===== src/rtl/uart_host_bridge_pkg.sv =====
// Shared types for the UART host bridge: FSM state encodings and the default byte width.
package uart_host_bridge_pkg;

  localparam int BYTE_W = 8;

  typedef enum logic [1:0] {TX_IDLE, TX_LOAD, TX_HOLD} tx_state_t;
  typedef enum logic [1:0] {RX_IDLE, RX_UNLOAD, RX_CAPTURE} rx_state_t;

endpackage


===== src/rtl/uart_host_bridge_fifo.sv =====
// Single-clock show-ahead FIFO used for both bridge directions.
// head_o reads as zero while empty so the host side never sees stale bytes.
module uart_host_bridge_fifo #(
  parameter int WIDTH = 8,
  parameter int DEPTH = 4
) (
  input  logic             clk,
  input  logic             reset_n,
  input  logic             push_i,
  input  logic [WIDTH-1:0] data_i,
  input  logic             pop_i,
  output logic [WIDTH-1:0] head_o,
  output logic             full_o,
  output logic             empty_o
);

  localparam int AW = $clog2(DEPTH);
  localparam logic [AW:0] FULL_CNT = (AW+1)'(DEPTH);

  logic [WIDTH-1:0] mem_q [DEPTH];
  logic [AW-1:0]    wr_q, rd_q;
  logic [AW:0]      count_q;
  logic             do_push, do_pop;

  assign full_o  = (count_q == FULL_CNT);
  assign empty_o = (count_q == '0);
  assign do_push = push_i && !full_o;
  assign do_pop  = pop_i && !empty_o;
  assign head_o  = empty_o ? '0 : mem_q[rd_q];

  always_ff @(posedge clk) begin
    if (do_push) mem_q[wr_q] <= data_i;
  end

  // Depth is a power of two, so the pointers wrap naturally; the count tells full from empty.
  always_ff @(posedge clk or negedge reset_n) begin
    if (!reset_n) begin
      wr_q    <= '0;
      rd_q    <= '0;
      count_q <= '0;
    end else begin
      if (do_push) wr_q <= wr_q + 1'b1;
      if (do_pop)  rd_q <= rd_q + 1'b1;
      count_q <= count_q + {{AW{1'b0}}, do_push} - {{AW{1'b0}}, do_pop};
    end
  end

endmodule


===== src/rtl/uart_host_bridge.sv =====
// Bridges a host valid/ready byte stream to the UART core's load/unload parallel interface.
// Define UART_HOST_BRIDGE_STATUS_EN to add the tx_sent_cnt/rx_recv_cnt counters and clr_cnt.
module uart_host_bridge
  import uart_host_bridge_pkg::*;
#(
  parameter int DATA_W   = BYTE_W,
  parameter int TX_DEPTH = 4,
  parameter int RX_DEPTH = 4
) (
  input  logic              clk,
  input  logic              reset_n,
  input  logic              tx_valid,
  output logic              tx_ready,
  input  logic [DATA_W-1:0] tx_byte,
  output logic              rx_valid,
  input  logic              rx_ready,
  output logic [DATA_W-1:0] rx_byte,
  output logic              ld_tx_data,
  output logic [DATA_W-1:0] tx_data,
  input  logic              tx_empty,
  output logic              uld_rx_data,
  input  logic [DATA_W-1:0] rx_data,
  input  logic              rx_empty
`ifdef UART_HOST_BRIDGE_STATUS_EN
  ,
  output logic [15:0]       tx_sent_cnt,
  output logic [15:0]       rx_recv_cnt,
  input  logic              clr_cnt
`endif
);

  tx_state_t         tx_state_q, tx_state_d;
  rx_state_t         rx_state_q, rx_state_d;
  logic [DATA_W-1:0] tx_data_q, tx_data_d;
  logic [DATA_W-1:0] tx_head;
  logic              tx_full, tx_fifo_empty, tx_push, tx_pop;
  logic              rx_full, rx_fifo_empty, rx_push, rx_pop;

  assign tx_ready = !tx_full;
  assign tx_push  = tx_valid && tx_ready;
  assign rx_valid = !rx_fifo_empty;
  assign rx_pop   = rx_valid && rx_ready;
  assign tx_data  = tx_data_q;

  uart_host_bridge_fifo #(.WIDTH(DATA_W), .DEPTH(TX_DEPTH)) u_tx_fifo (
    .clk     (clk),
    .reset_n (reset_n),
    .push_i  (tx_push),
    .data_i  (tx_byte),
    .pop_i   (tx_pop),
    .head_o  (tx_head),
    .full_o  (tx_full),
    .empty_o (tx_fifo_empty)
  );

  uart_host_bridge_fifo #(.WIDTH(DATA_W), .DEPTH(RX_DEPTH)) u_rx_fifo (
    .clk     (clk),
    .reset_n (reset_n),
    .push_i  (rx_push),
    .data_i  (rx_data),
    .pop_i   (rx_pop),
    .head_o  (rx_byte),
    .full_o  (rx_full),
    .empty_o (rx_fifo_empty)
  );

  // tx_data is captured on entry to LOAD so it stays stable through the pulse and afterwards.
  always_comb begin
    tx_state_d = tx_state_q;
    tx_data_d  = tx_data_q;
    tx_pop     = 1'b0;
    ld_tx_data = 1'b0;
    case (tx_state_q)
      TX_IDLE: begin
        if (!tx_fifo_empty && tx_empty) begin
          tx_state_d = TX_LOAD;
          tx_data_d  = tx_head;
        end
      end
      TX_LOAD: begin
        ld_tx_data = 1'b1;
        tx_pop     = 1'b1;
        tx_state_d = TX_HOLD;
      end
      TX_HOLD: tx_state_d = TX_IDLE;
      default: tx_state_d = TX_IDLE;
    endcase
  end

  always_comb begin
    rx_state_d  = rx_state_q;
    uld_rx_data = 1'b0;
    rx_push     = 1'b0;
    case (rx_state_q)
      RX_IDLE: begin
        if (!rx_empty && !rx_full) rx_state_d = RX_UNLOAD;
      end
      RX_UNLOAD: begin
        uld_rx_data = 1'b1;
        rx_state_d  = RX_CAPTURE;
      end
      RX_CAPTURE: begin
        rx_push    = 1'b1;
        rx_state_d = RX_IDLE;
      end
      default: rx_state_d = RX_IDLE;
    endcase
  end

  always_ff @(posedge clk or negedge reset_n) begin
    if (!reset_n) begin
      tx_state_q <= TX_IDLE;
      rx_state_q <= RX_IDLE;
      tx_data_q  <= '0;
    end else begin
      tx_state_q <= tx_state_d;
      rx_state_q <= rx_state_d;
      tx_data_q  <= tx_data_d;
    end
  end

`ifdef UART_HOST_BRIDGE_STATUS_EN
  logic [15:0] tx_sent_cnt_q, rx_recv_cnt_q;

  // A clear wins over an increment landing in the same cycle.
  always_ff @(posedge clk or negedge reset_n) begin
    if (!reset_n) begin
      tx_sent_cnt_q <= '0;
      rx_recv_cnt_q <= '0;
    end else if (clr_cnt) begin
      tx_sent_cnt_q <= '0;
      rx_recv_cnt_q <= '0;
    end else begin
      if (ld_tx_data) tx_sent_cnt_q <= tx_sent_cnt_q + 16'd1;
      if (rx_push)    rx_recv_cnt_q <= rx_recv_cnt_q + 16'd1;
    end
  end

  assign tx_sent_cnt = tx_sent_cnt_q;
  assign rx_recv_cnt = rx_recv_cnt_q;
`endif

endmodule


===== config.mk =====
export PLATFORM = sky130hd
export DESIGN_NAME = uart_host_bridge
export DESIGN_NICKNAME = d
export VERILOG_FILES = /design/src/rtl/uart_host_bridge_pkg.sv /design/src/rtl/uart_host_bridge_fifo.sv /design/src/rtl/uart_host_bridge.sv
export SDC_FILE = /design/constraint.sdc
export NUM_CORES = 1
export LEC_CHECK = 0
export ABC_AREA = 1
export BUFFER_PORTS_ARGS = -buffer_cell sky130_fd_sc_hd__buf_2
export CAP_MARGIN = 15
export CORE_MARGIN = 10
export CORE_UTILIZATION = 45
export DETAILED_ROUTE_END_ITERATION = 7
export GPL_TIMING_DRIVEN = 1
export PLACE_DENSITY = 0.71
export SYNTH_ARGS = -nofsm -noshare
export SYNTH_HDL_FRONTEND = slang
export SYNTH_SLANG_ARGS = --single-unit

===== constraint.sdc =====
create_clock -name clk -period 2.13 [get_ports clk]
set_input_delay 0.426 -clock clk [delete_from_list [all_inputs] [get_ports clk]]
set_output_delay 0.426 -clock clk [all_outputs]
set_load 0.05 [all_outputs]

Yosys cells after proc, flatten, opt, wreduce, memory -nomap -nowiden
Memory sizes are Yosys's and may differ from the RTL's. A register that Yosys moved wholly into a read port is not among the register bits.
Index checks and enable logic that the tools add are counted.
{"block": "totals", "register_bits": 18, "ramBits": 64, "input_bits": 22, "output_inout_bits": 20, "memories": 2}
{"block": "op_classes", "add_sub_neg": 8, "eq_ne": 7, "n_mux": 12, "n_reduce_logical": 19}
{"memory": "u_rx_fifo.mem_q", "depth": 4, "word_bits": 8, "read_ports": 1, "rd_ports_with_merged_regs": 0, "wr": 1, "line_no": "uart_host_bridge_fifo.sv:20", "rtl": "logic [WIDTH-1:0] mem_q [DEPTH];"}
{"memory": "u_tx_fifo.mem_q", "depth": 4, "word_bits": 8, "read_ports": 1, "rd_ports_with_merged_regs": 1, "wr": 1, "line_no": "uart_host_bridge_fifo.sv:20"}
{"op": "$add A2 B1 Y2 const B", "count": 4}
{"op": "$logic_and A1 B1 Y1", "count": 8}
{"op": "$mux W8", "count": 1}
{"op": "$pmux W2 S2", "count": 2}
{"op": "$mux W1", "count": 7}
{"op": "$add A3 B1 Y3", "count": 2}
{"op": "$eq A3 B3 Y1 const B", "count": 2}
{"op": "$logic_not A1 Y1", "count": 6}
{"op": "$logic_not A3 Y1", "count": 2}
{"op": "$sub A3 B1 Y3", "count": 2}
{"op": "$eq A2 B1 Y1 const B", "count": 2}
{"op": "$logic_not A2 Y1", "count": 2}
{"op": "$mux W2", "count": 2}
{"op": "$ne A2 B2 Y1 const B", "count": 2}
{"op": "$eq A2 B2 Y1 const B", "count": 1}
{"op": "$reduce_and A2 Y1", "count": 1}

Logic depth before layout (Yosys ltp)
Gate-level depths: netlist of run 1.
{"block": "depth", "depth_word": 6, "mapped_depth": 10, "depth_no_buf": 10}

By module
Synthesis of run 1 repeated with hierarchy kept, for this count alone.
{"block": "hier_totals", "hier_cells": 413, "hier_area_um2": 4154.0}
{"mod": "uart_host_bridge_fifo", "n_inst": 2, "cells_each": 178, "area_per_inst_um2": 1825.5, "seq_area_each_um2": 1136.1}
{"mod": "uart_host_bridge", "n_inst": 1, "cells_each": 57, "area_per_inst_um2": 503.0, "seq_area_each_um2": 300.3}

Worst setup path before layout of run 1
OpenSTA, ideal clock, no wires.
{"block": "synth_timing", "kind": "flip-flop to flip-flop", "start": "reg tx_state_q[1]", "end": "reg u_tx_fifo.count_q[2]", "t_arrival_ns": 2.337, "path_slack_ns": -0.330, "path_stages_with_launch": 10, "path_buffers": 0, "period_less_slack_ns": 2.460, "cell_sequence": "dfrtp_1 -> nor2_1 -> nand2_1 -> inv_1 -> ha_1 -> inv_1 -> ha_1 -> inv_1 -> fa_1 -> xnor2_1"}
{"block": "synth_between", "elab_chain_cells": 4}
{"item": "from (decl)", "line_no": "uart_host_bridge.sv:32", "rtl": "tx_state_t tx_state_q, tx_state_d;"}
{"item": "from (signal assigned)", "line_no": "uart_host_bridge.sv:116", "rtl": "tx_state_q <= tx_state_d;"}
{"item": "$eq A2 B1 Y1"}
{"item": "$mux W1"}
{"item": "via ld_tx_data", "line_no": "uart_host_bridge.sv:18", "rtl": "output logic ld_tx_data,"}
{"item": "$logic_and A1 B1 Y1", "line_no": "uart_host_bridge_fifo.sv:28", "rtl": "assign do_pop = pop_i && !empty_o;"}
{"item": "via u_tx_fifo.do_pop", "line_no": "uart_host_bridge_fifo.sv:23", "rtl": "logic do_push, do_pop;"}
{"item": "$sub A3 B1 Y3", "line_no": "uart_host_bridge_fifo.sv:44", "rtl": "count_q <= count_q + {{AW{1'b0}}, do_push} - {{AW{1'b0}}, do_pop};"}
{"item": "to (signal assigned)", "line_no": "uart_host_bridge_fifo.sv:44"}
{"item": "to (decl)", "line_no": "uart_host_bridge_fifo.sv:22", "rtl": "logic [AW:0] count_q;"}
The timed path passes the listed nets, and every way through them passes these cells.
A chain may end at the register's enable or synchronous reset.

Worst setup path after layout of run 1
{"block": "layout_timing", "start": "reg u_rx_fifo.count_q[2]", "end": "out rx_byte[3]"}
{"block": "layout_between", "elab_chain_cells": 2}
{"item": "from (decl)", "line_no": "uart_host_bridge_fifo.sv:22"}
{"item": "from (signal assigned)", "line_no": "uart_host_bridge_fifo.sv:44"}
{"item": "$logic_not A3 Y1", "line_no": "uart_host_bridge_fifo.sv:26", "rtl": "assign empty_o = (count_q == '0);"}
{"item": "$mux W8", "line_no": "uart_host_bridge_fifo.sv:29", "rtl": "assign head_o = empty_o ? '0 : mem_q[rd_q];"}
{"item": "to (decl)", "line_no": "uart_host_bridge.sv:17", "rtl": "output logic [DATA_W-1:0] rx_byte,"}
No other way between the ends.

==> results of run 1 <==
==> per-stage QoR <==
stage	util	area (um2)	hold slack, ps	power [mW]	setup TNS (ps)
final	0.532	4660	83.7	6.92	0
after global routing	0.532	4660	122	7.50	-11.4
after CTS	0.526	4610	93.5	6.89	0
after detailed placement	0.507	4440	425	5.90	0
after global placement	0.507	4440	420	5.80	0
after floorplan	-	4080	130	5.18	0
==> worst max path at each step <==
| stage | from | end | depth (start not counted) |
|---|---|---|---|
| 2_1_floorplan | u_rx_fifo.count_q[1] | u_rx_fifo.count_q[2] | 10 |
| 3_3_place_gp | u_rx_fifo.count_q[1] | u_rx_fifo.count_q[2] | 10 |
| 3_5_place_dp | u_rx_fifo.count_q[1] | u_rx_fifo.count_q[2] | 10 |
| 4_1_cts | u_rx_fifo.rd_q[1] | rx_byte[0] | 5 |
| 5_1_grt | u_rx_fifo.rd_q[0] | rx_byte[4] | 6 |
| 6_report | u_rx_fifo.count_q[2] | rx_byte[3] | 5 |
==> Yosys cell counts <==
cell type,n
sky130_fd_sc_hd__buf_6,4
sky130_fd_sc_hd__nand2_1,99
sky130_fd_sc_hd__fa_1,2
sky130_fd_sc_hd__o21ai_0,1
sky130_fd_sc_hd__nand3_2,2
sky130_fd_sc_hd__edfxtp_1,64
sky130_fd_sc_hd__inv_6,1
sky130_fd_sc_hd__a21oi_1,8
sky130_fd_sc_hd__ha_1,12
sky130_fd_sc_hd__inv_1,77
sky130_fd_sc_hd__nand3_1,15
sky130_fd_sc_hd__nand2_2,13
sky130_fd_sc_hd__dfrtp_1,26
sky130_fd_sc_hd__nor2_8,1
sky130_fd_sc_hd__nor3_1,1
sky130_fd_sc_hd__buf_2,2
sky130_fd_sc_hd__nand3b_2,1
sky130_fd_sc_hd__xnor2_1,7
sky130_fd_sc_hd__inv_2,4
sky130_fd_sc_hd__nor2_2,1
sky130_fd_sc_hd__xor2_1,2
sky130_fd_sc_hd__buf_12,1
sky130_fd_sc_hd__buf_4,2
sky130_fd_sc_hd__nor2_1,46
sky130_fd_sc_hd__nand4_1,1
sky130_fd_sc_hd__o21ai_1,3
==> cell type report <==
| class | count | share of cell area |
|---|---|---|
| Clock buffer | 11 | 0.0282 |
| Clock inverter | 5 | 0.00671 |
| Inverter | 82 | 0.0671 |
| Multi-Input combinational cell | 215 | 0.239 |
| Sequential cell | 90 | 0.552 |
| Tap cell | 108 | 0.0290 |
| Timing Repair Buffer | 57 | 0.0778 |
==> power breakdown <==
| group | leakage (nW) | internal (mW) | switching (mW) |
|---|---|---|---|
| combinational | 1.25 | 1.07 | 2.24 |
| clock | 0.0746 | 0.419 | 0.561 |
| sequential | 0.897 | 2.35 | 0.277 |
| total | 2.22 | 3.84 | 3.08 |
==> critical path, stage by stage (launching register included) <==
cell and delay, ps:
sky130_fd_sc_hd__dfrtp_1 420, sky130_fd_sc_hd__nor2_1 130, sky130_fd_sc_hd__nand2_2 80, sky130_fd_sc_hd__inv_1 270, sky130_fd_sc_hd__a21oi_1 110, sky130_fd_sc_hd__clkbuf_4 230
==> metal layers <==
metal / track usage / up-vias / routed length, um
met3: 0.0370 / 11 / 482
li1: - / 1325 / -
met2: 0.211 / 60 / 3850
met5: 0 / - / 0
met4: 0.0396 / 0 / 121
met1: 0.124 / 1179 / 2970
==> what timing repair did <==
action                     CTS  global route
gates resized for setup      0             9
buffers inserted             0             2
setup endpoints to repair    0             7
==> cells by family after synthesis <==
logic type / after synthesis / synth area share
AOI/OAI and AO/OA: 12 / 0.0147
xor gates and xnor gates: 9 / 0.0193
adders and majority gates: 14 / 0.0467
buffers and inverters: 91 / 0.0989
DFF: 90 / 0.631
and+or+nand+nor: 180 / 0.189
==> sequential cells by signal, indices dropped and copies added (netlist names) <==
name	cells
u_tx_fifo.wr_q	2
tx_state_q	2
u_rx_fifo.rd_q	2
u_rx_fifo.wr_q	2
u_tx_fifo.count_q	3
u_rx_fifo.mem_q	32
u_tx_fifo.rd_q	2
u_rx_fifo.count_q	3
tx_data	8
u_tx_fifo.mem_q	32
rx_state_q	2
==> layout by cell type (no fill, tap or decap), drive strengths merged <==
cell	count
edfxtp	64
nand2	112
fa	2
xnor2	7
nand4	1
o21ai	4
a21oi	8
nor2	48
buf	54
nor3	1
clkinvlp	2
clkinv	3
inv	82
clkbuf	14
nand3	17
ha	12
dfrtp	26
nand3b	1
xor2	2
==> impl_table.tex, run 1 <==
\begin{tabular}{lr}
\hline
Metric & Value \\
\hline
\multicolumn{2}{l}{\textbf{Outcome}} \\
\quad Result of the run & completed \\
\multicolumn{2}{l}{\textbf{Die}} \\
\quad Num rows & 34 \\
\quad Floorplan core area & 0.00876 mm2 \\
\quad Ports & 42 \\
\quad Initial Util & 0.465 \\
\quad X dimension of the die & 115 um \\
\quad Overall die height & 115 um \\
\quad Die footprint & 0.0133 mm2 \\
\multicolumn{2}{l}{\textbf{Synthesis}} \\
\quad Library cell occupying the most area in the post-synthesis netlist & sky130\_fd\_sc\_hd\_\_edfxtp\_1 \\
\quad Most area-consuming cells after synthesis & sky130\_fd\_sc\_hd\_\_edfxtp\_1, sky130\_fd\_sc\_hd\_\_dfrtp\_1, sky130\_fd\_sc\_hd\_\_nand2\_1 \\
\quad Flip-flop and latch count after synthesis & 90 \\
\quad Share of synthesized area occupied by flip-flops and latches & 0.631 \\
\quad Summed instance area of the synthesized netlist & 0.00407 mm2 \\
\quad Average cell area after synthesis & 10.3 um2 \\
\quad Synthesis Warnings & 0 \\
\quad Net count after synthesis & 432 \\
\quad Unique masters post-synth & 26 \\
\quad Share of the synthesized area in the top cell type & 0.472 \\
\quad Instance count of the mapped netlist & 396 \\
\multicolumn{2}{l}{\textbf{Detailed routing}} \\
\quad Routed Wire Length & 7420 um \\
\quad Antenna-violating nets left & 0 \\
\quad Routed wire length per instance & 13.1 um \\
\quad Number of search-and-repair iterations in the first detailed-routing pass & 5 \\
\quad Remaining design rule violation count & 0 \\
\quad Via density & 4.53 \\
\quad Routed vias & 2575 \\
\quad DRC violation total after the first TritonRoute iteration & 119 \\
\multicolumn{2}{l}{\textbf{Clock network}} \\
\quad Count of clock tree sinks & 90 \\
\quad TritonCTS buffer count & 9 \\
\quad Register clock-pin slew on the reported worst setup and hold paths & 90 ps \\
\quad Root Driver & sky130\_fd\_sc\_hd\_\_clkbuf\_8 \\
\quad Buffer levels on the longest clock path & 2 \\
\quad Later-pin clock latency in the skew report & 360 ps \\
\quad Number of H-tree levels & 3 \\
\quad Clock tree from TritonCTS & built \\
\quad Total of hold buffers inserted after clock tree synthesis & 0 \\
\multicolumn{2}{l}{\textbf{Pwr}} \\
\quad Leakage power & 2.22 nW \\
\quad Worst voltage drop across the vdd grid & 0.696 mV \\
\quad Power Density & 1480 mW/mm2 \\
\multicolumn{2}{l}{\textbf{Setup path}} \\
\quad Terminus of the critical flop-to-flop path & u\_tx\_fifo.count\_q[1] \\
\quad Path depth of the worst reg2reg path & 10 \\
\quad Crit-path max FO & 8 \\
\quad Crit Reg-Reg Startpoint & u\_tx\_fifo.count\_q[1] \\
\quad Required time at the endpoint of the critical path & 1700 ps \\
\quad Worst EP arrival & 1610 ps \\
\quad Setup slack, reg-to-reg & 190 ps \\
\quad Critical path endpoint category & output pin \\
\quad Element type at the critical path start & flip-flop \\
\quad Crit Path Class & flip-flop to output pin \\
\multicolumn{2}{l}{\textbf{Timing}} \\
\quad Slew headroom & 0.565 \\
\quad Slew at the pin closest to its max-slew limit & 653 ps \\
\quad Final period utilization & 0.954 \\
\quad Highest attainable clock frequency & 492 MHz \\
\quad Min cycle time layout & 2030 ps \\
\quad Unrepaired setup endpoints after global routing & yes \\
\quad Setup violation total in the final timing report & 0 \\
\quad Fin. max-slew vios & 0 \\
\quad Final hold viol count & 0 \\
\quad Worst-case setup margin in the final layout & 98.1 ps \\
\quad Fin Clk Skew & 13.5 ps \\
\multicolumn{2}{l}{\textbf{Cells and area}} \\
\quad Number of nets in the layout & 491 \\
\quad Multi-input gate area & 0.00111 mm2 \\
\quad Fraction of layout instances using a drive strength above 1 & 0.215 \\
\quad P\&R area growth vs syn & 14.5\% \\
\quad Total inserted antenna cells & 0 \\
\quad Non-filler instance count after layout & 568 \\
\quad Number of filler cells placed in the layout & 781 \\
\quad Footprint of the flip-flops and latches & 0.00257 mm2 \\
\multicolumn{2}{l}{\textbf{GRT}} \\
\quad Vias in the first global route & 2552 \\
\quad Wire length of the first global-routing pass & 12000 um \\
\quad Congestion Overflow GR & 0 \\
\quad Number of antenna violations at the first check in global routing & 0 \\
\quad Tot GR Track Use & 0.116 \\
\quad Largest net degree at the start of global routing & 35 \\
\multicolumn{2}{l}{\textbf{Placed design}} \\
\quad Count of input and output buffers & 41 \\
\quad Post-Place Cells & 549 \\
\quad Gp weighted congestion & 0.760 \\
\quad Estimated wirelength of the detail-placed design & 5140 um \\
\quad Pre-CTS setup slack & 138 ps \\
\multicolumn{2}{l}{\textbf{Min path}} \\
\quad Classification of the worst-slack hold path & input port to asynchronous set/reset pin \\
\multicolumn{2}{l}{\textbf{Flow run}} \\
\quad Number of max-cap violations & 0 \\
\hline
\end{tabular}
(Power assumes the default switching activity.)
==> inputs of run 2 (changes only) <==
- CORE_UTILIZATION: 45 -> 55
- PLACE_DENSITY: 0.71 -> 0.82
==> run 2 against run 1 <==
Net effect: die area shrank 15%; cell count shrank 2.1%; sequential power is essentially flat; fmax shrank 1.7%; via count grew 0.35%; largest power group unchanged; highest routed layer unchanged.
==> impl_table.tex, run 2 (synthesis gave the netlist of run 1 again) <==
\begin{tabular}{lr}
\hline
Metric & Value \\
\hline
\multicolumn{2}{l}{\textbf{Outcome}} \\
\quad Result of the run & completed \\
\multicolumn{2}{l}{\textbf{Cells and area}} \\
\quad Number of filler cells placed in the layout & 551 (-29\%) \\
\quad Footprint of the flip-flops and latches & 0.00257 mm2 (about the same) \\
\quad P\&R area growth vs syn & 13.8\% \\
\quad Fraction of layout instances using a drive strength above 1 & 0.212 (-0.00296) \\
\quad Commonest cells after routing, fill and taps aside & sky130\_fd\_sc\_hd\_\_nand2\_1, sky130\_fd\_sc\_hd\_\_inv\_1, sky130\_fd\_sc\_hd\_\_edfxtp\_1, sky130\_fd\_sc\_hd\_\_nor2\_1, sky130\_fd\_sc\_hd\_\_buf\_2 \\
\quad Number of nets in the layout & 488 (-0.61\%) \\
\quad Total inserted antenna cells & 0 (unchanged) \\
\quad Multi-input gate area & 0.00111 mm2 (-0.11\%) \\
\quad Layout Cell Area excl Fill & 0.00464 mm2 (-0.59\%) \\
\quad Most common cell after layout, fill and taps aside & sky130\_fd\_sc\_hd\_\_nand2\_1 \\
\multicolumn{2}{l}{\textbf{Timing}} \\
\quad Final hold viol count & 0 (unchanged) \\
\quad Min cycle time layout & 2070 ps (+34.8 ps) \\
\quad Unrepaired setup endpoints after global routing & yes \\
\quad Sum of negative setup slack & 0 ps (unchanged) \\
\quad Fin. max-slew vios & 0 (unchanged) \\
\quad Highest attainable clock frequency & 484 MHz (-1.7\%) \\
\quad Fin Clk Skew & 7.98 ps (-5.57 ps) \\
\quad Final period utilization & 0.970 (+0.0164) \\
\quad Slew headroom & 0.594 (+0.0293) \\
\quad Slew at the pin closest to its max-slew limit & 609 ps (-43.9 ps) \\
\quad Setup violation total in the final timing report & 0 (unchanged) \\
\quad Final hold slack & 67.9 ps (-15.7 ps) \\
\multicolumn{2}{l}{\textbf{Placed design}} \\
\quad Estimated wirelength of the detail-placed design & 5110 um (-0.58\%) \\
\quad Count of input and output buffers & 41 (unchanged) \\
\quad Gp weighted congestion & 0.752 (-1.0\%) \\
\quad Cell area after placement & 0.00442 mm2 (-0.53\%) \\
\multicolumn{2}{l}{\textbf{Setup path}} \\
\quad Crit-path max FO & 18 (+10) \\
\quad Ordered list of cells on the worst path & buf\_4 > nor2\_1 > nor2\_1 > nand2\_1 > a21oi\_1 > buf\_4 \\
\quad Critical Path Max Stage Delay & 360 ps (-60 ps) \\
\quad Worst EP arrival & 1640 ps (+30 ps) \\
\quad Required time at the endpoint of the critical path & 1700 ps (about the same) \\
\quad Element type at the critical path start & flip-flop \\
\quad Slowest library cell on the worst path & sky130\_fd\_sc\_hd\_\_dfrtp\_1 \\
\quad WP buf/inv & 2 (unchanged) \\
\quad Category of cells accounting for the largest share of critical-path delay & buffers and inverters \\
\quad Critical path endpoint category & output pin \\
\quad Crit Path Class & flip-flop to output pin \\
\multicolumn{2}{l}{\textbf{Pwr}} \\
\quad Leakage power & 2.22 nW (-0.19\%) \\
\quad Worst voltage drop across the vdd grid & 0.614 mV (-12\%) \\
\quad Power Density & 1520 mW/mm2 (+2.3\%) \\
\multicolumn{2}{l}{\textbf{Detailed routing}} \\
\quad Routed wire length per instance & 13.3 um (+1.6\%) \\
\quad Routed Wire Length & 7380 um (-0.57\%) \\
\quad Routed vias & 2584 (+0.35\%) \\
\quad Number of search-and-repair iterations in the first detailed-routing pass & 4 (-1) \\
\quad Via density & 4.65 (+2.5\%) \\
\quad Antenna-violating nets left & 0 (unchanged) \\
\quad Remaining design rule violation count & 0 (unchanged) \\
\quad DRC violation total after the first TritonRoute iteration & 86 (-28\%) \\
\multicolumn{2}{l}{\textbf{Flow run}} \\
\quad Number of max-cap violations & 0 (unchanged) \\
\multicolumn{2}{l}{\textbf{Min path}} \\
\quad Classification of the worst-slack hold path & input port to asynchronous set/reset pin \\
\multicolumn{2}{l}{\textbf{Clock network}} \\
\quad Root Driver & sky130\_fd\_sc\_hd\_\_clkbuf\_8 \\
\quad TritonCTS buffer count & 9 (unchanged) \\
\quad Post-CTS Setup Bufs & 0 (unchanged) \\
\quad Clock tree from TritonCTS & built \\
\quad Register clock-pin slew on the reported worst setup and hold paths & 90 ps (about the same) \\
\quad Count of clock tree sinks & 90 (unchanged) \\
\quad Buffer levels on the longest clock path & 2 (unchanged) \\
\quad Number of H-tree levels & 3 (unchanged) \\
\quad Later-pin clock latency in the skew report & 360 ps (about the same) \\
\multicolumn{2}{l}{\textbf{Die}} \\
\quad Floorplan core area & 0.00721 mm2 (-18\%) \\
\quad Die footprint & 0.0112 mm2 (-15\%) \\
\quad Overall die height & 106 um (-7.9\%) \\
\quad Num rows & 31 (-8.8\%) \\
\quad Initial Util & 0.565 (+0.0998) \\
\quad X dimension of the die & 106 um (-7.9\%) \\
\quad Ports & 42 (unchanged) \\
\multicolumn{2}{l}{\textbf{GRT}} \\
\quad Tot GR Track Use & 0.135 (+0.0188) \\
\quad Congestion Overflow GR & 0 (unchanged) \\
\quad Number of antenna violations at the first check in global routing & 0 (unchanged) \\
\quad Largest net degree at the start of global routing & 27 (-23\%) \\
\quad Wire length of the first global-routing pass & 12000 um (-0.46\%) \\
\quad Vias in the first global route & 2668 (+4.5\%) \\
\hline
\end{tabular}
-- run 2: cell count changes in the layout (fill, tap and decap cells not counted), sizes merged --
cell	delta
clkinv	-3
clkbuf	-2
buf	-2
inv	+3
bufinv	+1
-- run 2: metal layers --
layer / share of wire / track usage / routed length (um)
met1: 0.41 / 0.133 / 2990
met2: 0.54 / 0.251 / 3970
met3: 0.037 / 0.0399 / 274
met4: 0.020 / 0.0667 / 144
met5: 0 / 0 / 0
-- run 2: timing repair --
action	in CTS	in global routing
hold buffers	0	0
endpoints found under the setup margin	0	8
resized for setup	0	9
-- run 2: worst register-to-register path, delay by kind of cell (launching register included) --
kind	cells	cell delay, ps
and+or+nand+nor	3	340
adders and majority gates	3	800
DFF	1	450
xor gates and xnor gates	1	140
buffers and inverters	3	170
-- run 2: worst paths after layout --
check / startpoint / end / slack, ps / cells past startpoint
hold reg to reg: rx_state_q[0] / rx_state_q[0] / 440 / 1
min in group clk: tx_byte[0] / u_tx_fifo.mem_q[1][0] / 270 / 1
setup reg to reg: u_tx_fifo.count_q[1] / u_tx_fifo.count_q[2] / 140 / 10
hold / removal: reset_n / u_rx_fifo.count_q[0] / 70 / 1
setup / recovery: u_rx_fifo.rd_q[0] / rx_byte[7] / 60 / 6
max in group asynchronous: reset_n / u_tx_fifo.count_q[1] / 1620 / 1
-- run 2: cell type report --
type | count | area share
clock inverters | 6 | 0.0154
clock buffers | 10 | 0.0275
flip-flops and latches | 90 | 0.555
inverters | 82 | 0.0675
well taps | 99 | 0.0267
multi-input cells | 215 | 0.240
repair buffers | 54 | 0.0675
-- run 2: report_power, final --
part	total, mW	internal [mW]	switching (mW)
combinational	3.28	0.994	2.28
sequential	2.61	2.35	0.259
clock	1.15	0.554	0.594
total	7.03	3.90	3.13
-- run 2: per-stage QoR --
step                setup slack [ps]  power [mW]  std cells  utilization
CTS                             45.8        7.05        556        0.640
detailed placement               127        5.88        540        0.613
global route                   -31.5        7.53        556        0.643
global placement                 175        5.74        540        0.613
floorplan                       32.4        5.18        396            -
finish                          63.3        7.03        556        0.643
==> inputs of run 3 (changes only) <==
--- a/config.mk
+++ b/config.mk
@@ -12,2 +12,3 @@
 export CORE_UTILIZATION = 55
+export CTS_BUF_LIST = sky130_fd_sc_hd__clkbuf_8
 export DETAILED_ROUTE_END_ITERATION = 7
==> constraint.sdc (replaced) <==
create_clock -name clk -period 2.13 [get_ports clk]
set_input_delay 0.213 -clock clk [delete_from_list [all_inputs] [get_ports clk]]
set_output_delay 0.213 -clock clk [all_outputs]
set_load 0.05 [all_outputs]
==> run 3 against run 2 <==
Net effect: critical path type is now flip-flop to flip-flop; first-iteration DRC count decreased by 8.1%; register-to-register slack improved by 70 ps; fmax increased by 7.5%; largest cell class unchanged.
==> impl_table.tex, run 3 (synthesis gave the netlist of run 1 again) <==
\begin{tabular}{lr}
\hline
Metric & Value \\
\hline
\multicolumn{2}{l}{\textbf{Timing}} \\
\quad Highest attainable clock frequency & 520 MHz (+7.5\%) \\
\quad Slew at the pin closest to its max-slew limit & 604 ps (-4.86 ps) \\
\quad Final period utilization & 0.903 (-0.0675) \\
\quad Setup violation total in the final timing report & 0 (unchanged) \\
\quad Fin Clk Skew & 7.65 ps (-0.325 ps) \\
\quad Unrepaired setup endpoints after global routing & no \\
\quad Worst-case setup margin in the final layout & 207 ps (+144 ps) \\
\quad Fin. max-slew vios & 0 (unchanged) \\
\quad Slew headroom & 0.597 (+0.00324) \\
\quad Min cycle time layout & 1920 ps (-144 ps) \\
\quad Sum of negative setup slack & 0 ps (unchanged) \\
\quad Final hold viol count & 0 (unchanged) \\
\multicolumn{2}{l}{\textbf{Detailed routing}} \\
\quad DRC violation total after the first TritonRoute iteration & 79 (-8.1\%) \\
\quad Routed vias & 2645 (+2.4\%) \\
\quad Remaining design rule violation count & 0 (unchanged) \\
\quad Routed wire length per instance & 13.2 um (-0.28\%) \\
\quad Via density & 4.72 (+1.6\%) \\
\quad Antenna-violating nets left & 0 (unchanged) \\
\quad Routed Wire Length & 7410 um (+0.43\%) \\
\quad Number of search-and-repair iterations in the first detailed-routing pass & 4 (unchanged) \\
\multicolumn{2}{l}{\textbf{Die}} \\
\quad Floorplan core area & 0.00721 mm2 (unchanged) \\
\quad X dimension of the die & 106 um (unchanged) \\
\quad Ports & 42 (unchanged) \\
\quad Initial Util & 0.565 (unchanged) \\
\quad Die footprint & 0.0112 mm2 (unchanged) \\
\quad Overall die height & 106 um (unchanged) \\
\quad Num rows & 31 (unchanged) \\
\multicolumn{2}{l}{\textbf{GRT}} \\
\quad Largest net degree at the start of global routing & 27 (unchanged) \\
\quad Wire length of the first global-routing pass & 12200 um (+2.4\%) \\
\quad Tot GR Track Use & 0.136 (+0.00120) \\
\quad Vias in the first global route & 2762 (+3.5\%) \\
\quad Met1 track demand over resource in global routing & 0.142 (+0.00965) \\
\quad Global-route layer with the greatest usage & met2 \\
\quad Congestion Overflow GR & 0 (unchanged) \\
\quad Number of antenna violations at the first check in global routing & 0 (unchanged) \\
\quad Global-route met3 utilization & 0.0423 (+0.00242) \\
\quad Met2 routing resource usage after global routing & 0.245 (-0.00663) \\
\multicolumn{2}{l}{\textbf{Cells and area}} \\
\quad Most common cell after layout, fill and taps aside & sky130\_fd\_sc\_hd\_\_nand2\_1 \\
\quad Number of nets in the layout & 492 (+0.82\%) \\
\quad Fraction of layout instances using a drive strength above 1 & 0.215 (+0.00250) \\
\quad Non-filler instance count after layout & 560 (+0.72\%) \\
\quad Commonest cells after routing, fill and taps aside & sky130\_fd\_sc\_hd\_\_nand2\_1, sky130\_fd\_sc\_hd\_\_inv\_1, sky130\_fd\_sc\_hd\_\_edfxtp\_1, sky130\_fd\_sc\_hd\_\_nor2\_1, sky130\_fd\_sc\_hd\_\_buf\_2 \\
\quad P\&R area growth vs syn & 13.9\% \\
\quad Total inserted antenna cells & 0 (unchanged) \\
\multicolumn{2}{l}{\textbf{Flow run}} \\
\quad Number of max-cap violations & 0 (unchanged) \\
\multicolumn{2}{l}{\textbf{Setup path}} \\
\quad Critical Path Max Stage Delay & 410 ps (+50 ps) \\
\quad Critical path endpoint category & flip-flop \\
\quad Number of cells on the critical path & 10 (+4) \\
\quad Critical Path Most Common Cell & sky130\_fd\_sc\_hd\_\_inv\_1 \\
\quad Crit-path max FO & 4 (-14) \\
\quad Path depth of the worst reg2reg path & 10 (unchanged) \\
\quad Element type at the critical path start & flip-flop \\
\quad Category of cells accounting for the largest share of critical-path delay & adder cells \\
\quad Crit Path Class & flip-flop to flip-flop \\
\quad Setup crit start & u\_rx\_fifo.count\_q[2] \\
\quad Ordered list of cells on the worst path & nor2\_1 > nand2\_2 > nand2\_2 > inv\_1 > ha\_1 > inv\_1 > ha\_1 > inv\_1 > fa\_1 > xnor2\_1 \\
\quad WP buf/inv & 3 (+1) \\
\quad Setup slack, reg-to-reg & 210 ps (+70 ps) \\
\quad Terminus of the critical flop-to-flop path & u\_rx\_fifo.count\_q[2] \\
\quad Worst EP arrival & 2160 ps (+520 ps) \\
\quad Crit Reg-Reg Startpoint & u\_rx\_fifo.count\_q[2] \\
\quad Required time at the endpoint of the critical path & 2370 ps (+670 ps) \\
\quad Slowest library cell on the worst path & sky130\_fd\_sc\_hd\_\_dfrtp\_1 \\
\multicolumn{2}{l}{\textbf{Clock network}} \\
\quad Count of clock tree sinks & 90 (unchanged) \\
\quad Later-pin clock latency in the skew report & 350 ps (about the same) \\
\quad Number of H-tree levels & 3 (unchanged) \\
\quad Buffer levels on the longest clock path & 2 (unchanged) \\
\quad Root Driver & sky130\_fd\_sc\_hd\_\_clkbuf\_8 \\
\quad TritonCTS buffer count & 9 (unchanged) \\
\quad Register clock-pin slew on the reported worst setup and hold paths & 90 ps (about the same) \\
\quad Clock tree from TritonCTS & built \\
\multicolumn{2}{l}{\textbf{Pwr}} \\
\quad Power Density & 1490 mW/mm2 (-1.7\%) \\
\quad Leakage power & 2.23 nW (+0.61\%) \\
\quad Worst voltage drop across the vdd grid & 0.558 mV (-9.1\%) \\
\quad Overall power of the completed layout & 6.93 mW (-1.5\%) \\
\multicolumn{2}{l}{\textbf{Min path}} \\
\quad Worst Hold Depth & 1 \\
\quad Classification of the worst-slack hold path & input port to flip-flop \\
\quad Launch instance of the worst min-delay path & tx\_byte[0] \\
\quad Hold Crit Endpoint & u\_tx\_fifo.mem\_q[1][0] \\
\multicolumn{2}{l}{\textbf{Placed design}} \\
\quad Post-Place Cells & 541 (+0.19\%) \\
\quad Pre-CTS setup slack & 147 ps (+19.8 ps) \\
\quad Count of input and output buffers & 41 (unchanged) \\
\quad Gp weighted congestion & 0.756 (+0.63\%) \\
\quad Estimated wirelength of the detail-placed design & 5200 um (+1.6\%) \\
\multicolumn{2}{l}{\textbf{Outcome}} \\
\quad Result of the run & completed \\
\hline
\end{tabular}
-- run 3: cell types whose count changed in the layout (fill, tap and decap cells not counted), sizes merged --
cell / previous run / this run
buf: 52 / 57
dlygate4sd3: 0 / 1
clkbuf: 12 / 10
clkinv: 0 / 2
inv: 85 / 84
bufinv: 1 / 0
-- run 3: per-layer routing --
| metal | wire [um] | vias up |
|---|---|---|
| li1 | - | 1330 |
| met1 | 3050 | 1252 |
| met2 | 3890 | 51 |
| met3 | 358 | 12 |
| met4 | 115 | 0 |
| met5 | 0 | - |
-- run 3: worst reg2reg max path, delay by kind of cell, from the launching register on --
kind / cells / cell delay [ps]
XOR/XNOR: 1 / 130
adder cells (fa/ha/maj): 3 / 810
buffers and inverters: 3 / 160
flip-flops: 1 / 410
AND/OR/NAND/NOR: 3 / 310
-- run 3: what timing repair did --
item / in CTS / in global routing
setup buffers: 0 / 2
hold endpoints to repair: 26 / 0
gates resized for setup: 0 / 1
endpoints found under the setup margin: 0 / 2
hold buffers: 1 / 0
-- run 3: per-stage QoR --
stage | cell area [um2] | utilization | hold WS (ps)
after detailed placement | 4430 | 0.614 | 263
after global placement | 4430 | 0.614 | 243
after floorplan | 4080 | - | -82.6
after CTS | 4620 | 0.641 | 54.1
final | 4640 | 0.643 | 69.6
after global routing | 4640 | 0.643 | 51.0
-- run 3: report_power, final --
group	total (mW)	internal, mW	switching [mW]
Clock	1.08	0.468	0.610
Combinational	3.25	0.984	2.26
Sequential	2.60	2.35	0.252
-- run 3: layout make-up --
class	count	area, um2
Clock inverter	6	48.8
Fill cell	591	2570
Sequential cell	90	2570
Tap cell	99	124
Multi-Input combinational cell	215	1110
Clock buffer	10	138
Timing Repair Buffer	58	335
Inverter	82	313
-- run 3: worst max-delay path by stage --
| stage | endpoint |
|---|---|
| 4_1_cts | u_rx_fifo.count_q[2] |
| 5_1_grt | u_tx_fifo.count_q[1] |
| 6_report | u_rx_fifo.count_q[2] |
| 2_1_floorplan | u_rx_fifo.count_q[2] |
| 3_5_place_dp | u_rx_fifo.count_q[2] |
| 3_3_place_gp | u_rx_fifo.count_q[2] |
